### src/rtl/seawolf_sample_mixer.sv
// seawolf_sample_mixer: multi-channel PCM player with round-robin sample fetch and saturating stereo mix
module seawolf_sample_mixer #(
    parameter int                       NUM_CH    = 4,
    parameter int                       ADDR_W    = 24,
    parameter logic [7:0]               PORT_ADDR = 8'h10,
    parameter logic [NUM_CH*ADDR_W-1:0] CH_BASE   = '0,
    parameter logic [NUM_CH*ADDR_W-1:0] CH_LEN    = '0,
    parameter logic [NUM_CH-1:0]        LOOP_MASK = '0,
    parameter logic [NUM_CH-1:0]        PAN_L     = '1,
    parameter logic [NUM_CH-1:0]        PAN_R     = '1
) (
    input  logic              CLK,
    input  logic              I_RESET,
    input  logic [15:0]       cpu_addr,
    input  logic [7:0]        cpu_data,
    input  logic              I_IORQ_L,
    input  logic              I_WR_L,
    input  logic              I_CPU_ENA,
    input  logic              ENA,
    input  logic              s_enable,
    output logic [ADDR_W-1:0] s_addr,
    output logic              s_read,
    input  logic [15:0]       s_data,
    input  logic              s_ready,
    output logic [15:0]       audio_out_l,
    output logic [15:0]       audio_out_r,
    output logic [NUM_CH-1:0] underrun
);
    localparam int CW = NUM_CH > 1 ? $clog2(NUM_CH) : 1;
    localparam int AW = 16 + $clog2(NUM_CH);
    localparam logic signed [AW-1:0] SMAX = AW'(32767);
    localparam logic signed [AW-1:0] SMIN = AW'(-32768);

    typedef enum logic {IDLE, WAIT} state_t;

    state_t              state;
    logic [NUM_CH-1:0]   trig, active, need, stop;
    logic [ADDR_W-1:0]   ptr [NUM_CH];
    logic [15:0]         sample [NUM_CH];
    logic [CW-1:0]       cur, last, sel;
    logic                discard, wr_q, wr_sel, wr_pulse, found;
    logic [NUM_CH-1:0]   rise, elig, play;
    logic [ADDR_W-1:0]   cur_base, nxt, lim;
    logic signed [AW-1:0] sum_l, sum_r;
    logic                unused_bits;

    assign unused_bits = ^{cpu_addr[15:8], cpu_data};
    // Edge-detect the qualified strobe so a multi-cycle I/O write triggers once
    assign wr_sel   = !I_IORQ_L && !I_WR_L && cpu_addr[7:0] == PORT_ADDR;
    assign wr_pulse = I_CPU_ENA && wr_sel && !wr_q;
    assign rise     = wr_pulse ? cpu_data[NUM_CH-1:0] & ~trig : '0;
    assign elig     = active & need;
    assign play     = active | stop;
    assign cur_base = CH_BASE[int'(cur)*ADDR_W +: ADDR_W];
    assign lim      = cur_base + CH_LEN[int'(cur)*ADDR_W +: ADDR_W];
    assign nxt      = ptr[cur] + ADDR_W'(2);

    always_comb begin
        found = 1'b0;
        sel   = '0;
        for (int k = 1; k <= NUM_CH; k++) begin
            automatic int j;
            j = (int'(last) + k) % NUM_CH;
            if (!found && elig[j]) begin
                found = 1'b1;
                sel   = CW'(j);
            end
        end
    end

    always_comb begin
        sum_l = '0;
        sum_r = '0;
        for (int n = 0; n < NUM_CH; n++) begin
            if (PAN_L[n] && play[n]) sum_l = sum_l + AW'($signed(sample[n]));
            if (PAN_R[n] && play[n]) sum_r = sum_r + AW'($signed(sample[n]));
        end
    end

    function automatic logic [15:0] sat(input logic signed [AW-1:0] v);
        return v > SMAX ? 16'h7fff : v < SMIN ? 16'h8000 : v[15:0];
    endfunction

    always_ff @(posedge CLK or posedge I_RESET) begin
        if (I_RESET) begin
            state       <= IDLE;
            trig        <= '0;
            active      <= '0;
            need        <= '0;
            stop        <= '0;
            underrun    <= '0;
            cur         <= '0;
            last        <= CW'(NUM_CH - 1);
            discard     <= 1'b0;
            wr_q        <= 1'b0;
            s_read      <= 1'b0;
            s_addr      <= '0;
            audio_out_l <= '0;
            audio_out_r <= '0;
            for (int n = 0; n < NUM_CH; n++) begin
                ptr[n]    <= '0;
                sample[n] <= '0;
            end
        end else begin
            if (I_CPU_ENA) wr_q <= wr_sel;
            if (wr_pulse) trig <= cpu_data[NUM_CH-1:0];
            if (ENA) begin
                audio_out_l <= sat(sum_l);
                audio_out_r <= sat(sum_r);
                for (int n = 0; n < NUM_CH; n++) begin
                    if (active[n]) begin
                        if (need[n]) underrun[n] <= 1'b1;
                        need[n] <= 1'b1;
                    end
                    if (stop[n]) begin
                        sample[n] <= '0;
                        stop[n]   <= 1'b0;
                    end
                end
            end
            if (state == IDLE) begin
                if (s_enable && found) begin
                    cur     <= sel;
                    s_addr  <= ptr[sel];
                    s_read  <= 1'b1;
                    discard <= rise[sel];
                    state   <= WAIT;
                end
            end else begin
                if (rise[cur]) discard <= 1'b1;
                if (s_ready) begin
                    s_read  <= 1'b0;
                    last    <= cur;
                    discard <= 1'b0;
                    state   <= IDLE;
                    // A retrigger during the read makes the returned word stale
                    if (!(discard || rise[cur])) begin
                        sample[cur] <= s_data;
                        need[cur]   <= 1'b0;
                        if (nxt != lim) ptr[cur] <= nxt;
                        else if (LOOP_MASK[cur] && trig[cur]) ptr[cur] <= cur_base;
                        else begin
                            active[cur] <= 1'b0;
                            stop[cur]   <= 1'b1;
                        end
                    end
                end
            end
            for (int n = 0; n < NUM_CH; n++) begin
                if (rise[n]) begin
                    active[n]   <= 1'b1;
                    need[n]     <= 1'b1;
                    stop[n]     <= 1'b0;
                    underrun[n] <= 1'b0;
                    ptr[n]      <= CH_BASE[n*ADDR_W +: ADDR_W];
                end
            end
        end
    end
endmodule

### config.mk
export PLATFORM = sky130hd
export DESIGN_NAME = seawolf_sample_mixer
export DESIGN_NICKNAME = d
export VERILOG_FILES = /design/src/rtl/seawolf_sample_mixer.sv
export SDC_FILE = /design/constraint.sdc
export NUM_CORES = 1
export LEC_CHECK = 0
export CAP_MARGIN = 10
export CELL_PAD_IN_SITES_DETAIL_PLACEMENT = 2
export CELL_PAD_IN_SITES_GLOBAL_PLACEMENT = 2
export CORE_ASPECT_RATIO = 1.5
export CORE_UTILIZATION = 37
export DETAILED_ROUTE_END_ITERATION = 16
export PLACE_DENSITY_LB_ADDON = 0.3
export SYNTH_ARGS = -nofsm -noshare
export SYNTH_HDL_FRONTEND = slang
export SYNTH_SLANG_ARGS = --single-unit
### constraint.sdc
create_clock -name CLK -period 10 [get_ports CLK]
set_input_delay 2 -clock CLK [delete_from_list [all_inputs] [get_ports CLK]]
set_output_delay 2 -clock CLK [all_outputs]
set_load 0.05 [all_outputs]
==> metrics <==
largest family of logic cells by synthesized area simple AND/OR/NAND/NOR gates; total track usage about a quarter; post-synthesis compound-gate area fraction between 15 and 20%; sequential share of power 45.7%; initial antenna violation count 0; Final Skew around 8.7 ps; Final min period 8580 ps; DRC viols 0; CTS tree done; Synth cell types 89; DP Wirelength 34.0 mm; commonest non-fill, non-tap cell in the layout nand2_1; CP Capture Type flop; core area 37700 sq um; post-synthesis simple-gate area fraction 22.5%; Switching Fraction 24.8%; Synth async-reset ratio between 90% and 100%; Layout Cells excl Fill between 2000 and 2500; Tcrit/Tclk final about 86%; sequential share of the synthesized area between 40% and 50%; Initial Utilization 37.6%; layout cells sized above 1 between 8 and 9%; mux cell area share after synthesis 5.06%; R2R Path End audio_out_r[0]; Mapped Area 14200 sq um; Power Dens Cells around 130 nW/um^2; DR WL/cell around 23 um; largest net degree at the start of global routing 92; Data arrival, critical path roughly 9000 ps; postcts setup bufs 0; relative slew slack 22.2%; Hold Vio Cnt, Final 0; Layout Area Growth over Synthesis 14.4%; post-synthesis xor/xnor area fraction 4.64%; Mapped Nets ~1700; Die X 162 um; CTS Buf Count 26; status completed; die area between 30000 and 40000 sq um; Hold Path Class flop to flop; via count ~13000; internal power 1.56 mW; Leak 7.25 nW; CTS sink count between 200 and 250; Setup-failing EPs final 0; RR Startpoint active[0]; Post-synth EDFFs 0; Primary FF master, synth dfrtp_1; H-tree depth 1; vias in the first global route 14300; Slew Viols, Final 0; clk root buf clkbuf_16; # IOs between 100 and 150; flop2flop setup slack about 1400 ps; I/O Buffers 96; Vias/cell 5.89; RSZ-0062 raised after global routing no; Slowest-stage cell, CP or2_1; power share of the clock group between 40 and 50%; total gr overflow 0; Post-CTS Resized 0; Worst-Skew Late Latency about 550 ps; hold worst-path end s_addr[3]; first-pass GRT wire length 78.4 mm; Req. time, crit path 10430 ps; DP Cell Count between 2000 and 2500; fmax between 100 and 150 MHz; CP startpoint kind flop; Rows slightly below 90; worst vdd ir 0.123 mV; HP Start s_addr[3]; commonest non-fill, non-tap cells in the layout nand2_1, dfrtp_1, o21ai_0; max-cap viol count 0; #FFs+latches synth roughly 230; Reg clk slew, reported paths approximately 60 ps; Mean Syn Cell Area ~8.7 sq um; WHS Path Cells 2; Syn. warnings 0; Min Hold Slack 481 ps; Adder-Cell Fraction of Synth Area approximately 4.7%; Iter 0 DRT Violations ~540; worst-margin pin slew about 1200 ps; Comb pwr share under 10%; antenna-violating nets left 0; Final Total Pwr ~2.1 mW; crit path kind flop to flop; Die H 242 um; Inserted Diodes 0; DR pass1 iterations 4; Syn Inst Count roughly 1600; TNS Setup 0 ps; CP max FO 22; WL final 49.2 mm; # hold bufs at CTS 0; r2r worst-path depth 31; delay of the slowest critical-path stage around 600 ps; CTS Buffer Depth 3; GP Congestion 0.848; Psw just over 0.5 mW; Nets between 1500 and 2000; Final Util between 40 and 50%
-- sequential cells by signal, summed over array words and instances (netlist names) --
name,count
active,4
audio_out_r,16
cur,2
discard,1
last,2
need,4
ptr,96
s_addr,24
s_read,1
sample,64
state,1
stop,4
trig,4
underrun,4
wr_q,1
-- critical path: cells and delay by family, from the launching register on --
kind	cells	cell delay, ps
adder cells (fa/ha/maj)	5	1760
AO/OA/AOI/OAI	13	3380
XOR/XNOR	2	500
flip-flops	1	530
multiplexers	1	430
AND/OR/NAND/NOR	7	1610
buffers and inverters	3	220
-- synth_stat cells (4+ instances only) --
library cell / number / area, sq um
o2bb2ai_1: 8 / 70.1
or4_1: 4 / 30.0
nand4_1: 7 / 43.8
and2_1: 20 / 125
buf_1: 4 / 15.0
a22o_1: 6 / 52.6
dfrtp_1: 226 / 5660
o211a_1: 5 / 50.1
o21a_1: 9 / 67.6
xor2_1: 29 / 254
clkbuf_1: 76 / 285
inv_1: 28 / 105
a21o_1: 18 / 135
a211oi_1: 7 / 52.6
mux4_2: 24 / 541
or2_2: 4 / 25.0
a31oi_1: 18 / 113
a221o_1: 9 / 90.1
buf_2: 15 / 75.1
o21ai_0: 191 / 956
mux2i_1: 4 / 40.0
o211ai_1: 11 / 82.6
nor2b_1: 14 / 87.6
a21oi_1: 54 / 270
nor2_1: 64 / 240
o21ai_1: 7 / 35.0
nand2_1: 361 / 1360
and3_1: 9 / 56.3
mux2_2: 12 / 135
a311o_1: 7 / 70.1
nand2b_1: 7 / 43.8
nor3_1: 17 / 85.1
a32o_1: 8 / 80.1
o31ai_1: 5 / 37.5
xnor2_1: 36 / 315
nand3_1: 150 / 751
or3b_2: 4 / 35.0
buf_4: 23 / 173
nor3b_1: 7 / 52.6
ha_1: 47 / 588
-- worst max path at each step --
stage,to,cells past startpoint,startpoint
after floorplan,active[0],1,I_RESET
after global placement,audio_out_r[0],31,active[0]
after detailed placement,audio_out_r[0],31,active[0]
after CTS,audio_out_r[0],31,active[0]
after global routing,audio_out_r[0],31,active[0]
final,audio_out_r[0],31,active[0]
-- per-layer routing --
layer  share of wire, %  vias up  track usage (%)  wire length (um)
met3                2.5      116             2.38              1240
met4                5.2        0             13.2              2530
li1                   -     5797                -                 -
met2                 56      208             50.2             27500
met5                  0        -                0                 0
met1                 36     6618             26.4             17900
-- through the flow --
step	instance area (sq um)	setup WS, ps
3_5_place_dp	15300	1380
2_1_floorplan	14200	1760
6_report	16200	1420
4_1_cts	16200	1370
5_1_grt	16200	850
3_3_place_gp	15300	1570
-- kinds of logic after synthesis --
group | Yosys count
simple gates | 692
compound gates | 400
flops | 228
fa+ha+maj | 52
buf+inv | 152
xor+xnor | 70
mux | 40
-- power groups by stage --
| stage | Clock, mW | Combinational [mW] | Sequential (mW) |
|---|---|---|---|
| floorplan | 0 | 0.0678 | 0.979 |
| global placement | 0 | 0.142 | 0.962 |
| detailed placement | 0 | 0.144 | 0.963 |
| CTS | 1.01 | 0.145 | 0.946 |
| global route | 1.04 | 0.152 | 0.947 |
| finish | 0.983 | 0.142 | 0.946 |
-- area by class of cell --
| type | instances | area (sq um) |
|---|---|---|
| Fill cell | 4184 | 21500 |
| Multi-Input combinational cell | 1254 | 7760 |
| Sequential cell | 228 | 5710 |
| Timing Repair Buffer | 118 | 1140 |
| Clock buffer | 36 | 759 |
| Tap cell | 489 | 612 |
| Inverter | 29 | 116 |
| Clock inverter | 10 | 103 |
No activity file was read; power rests on OpenSTA's default activity.
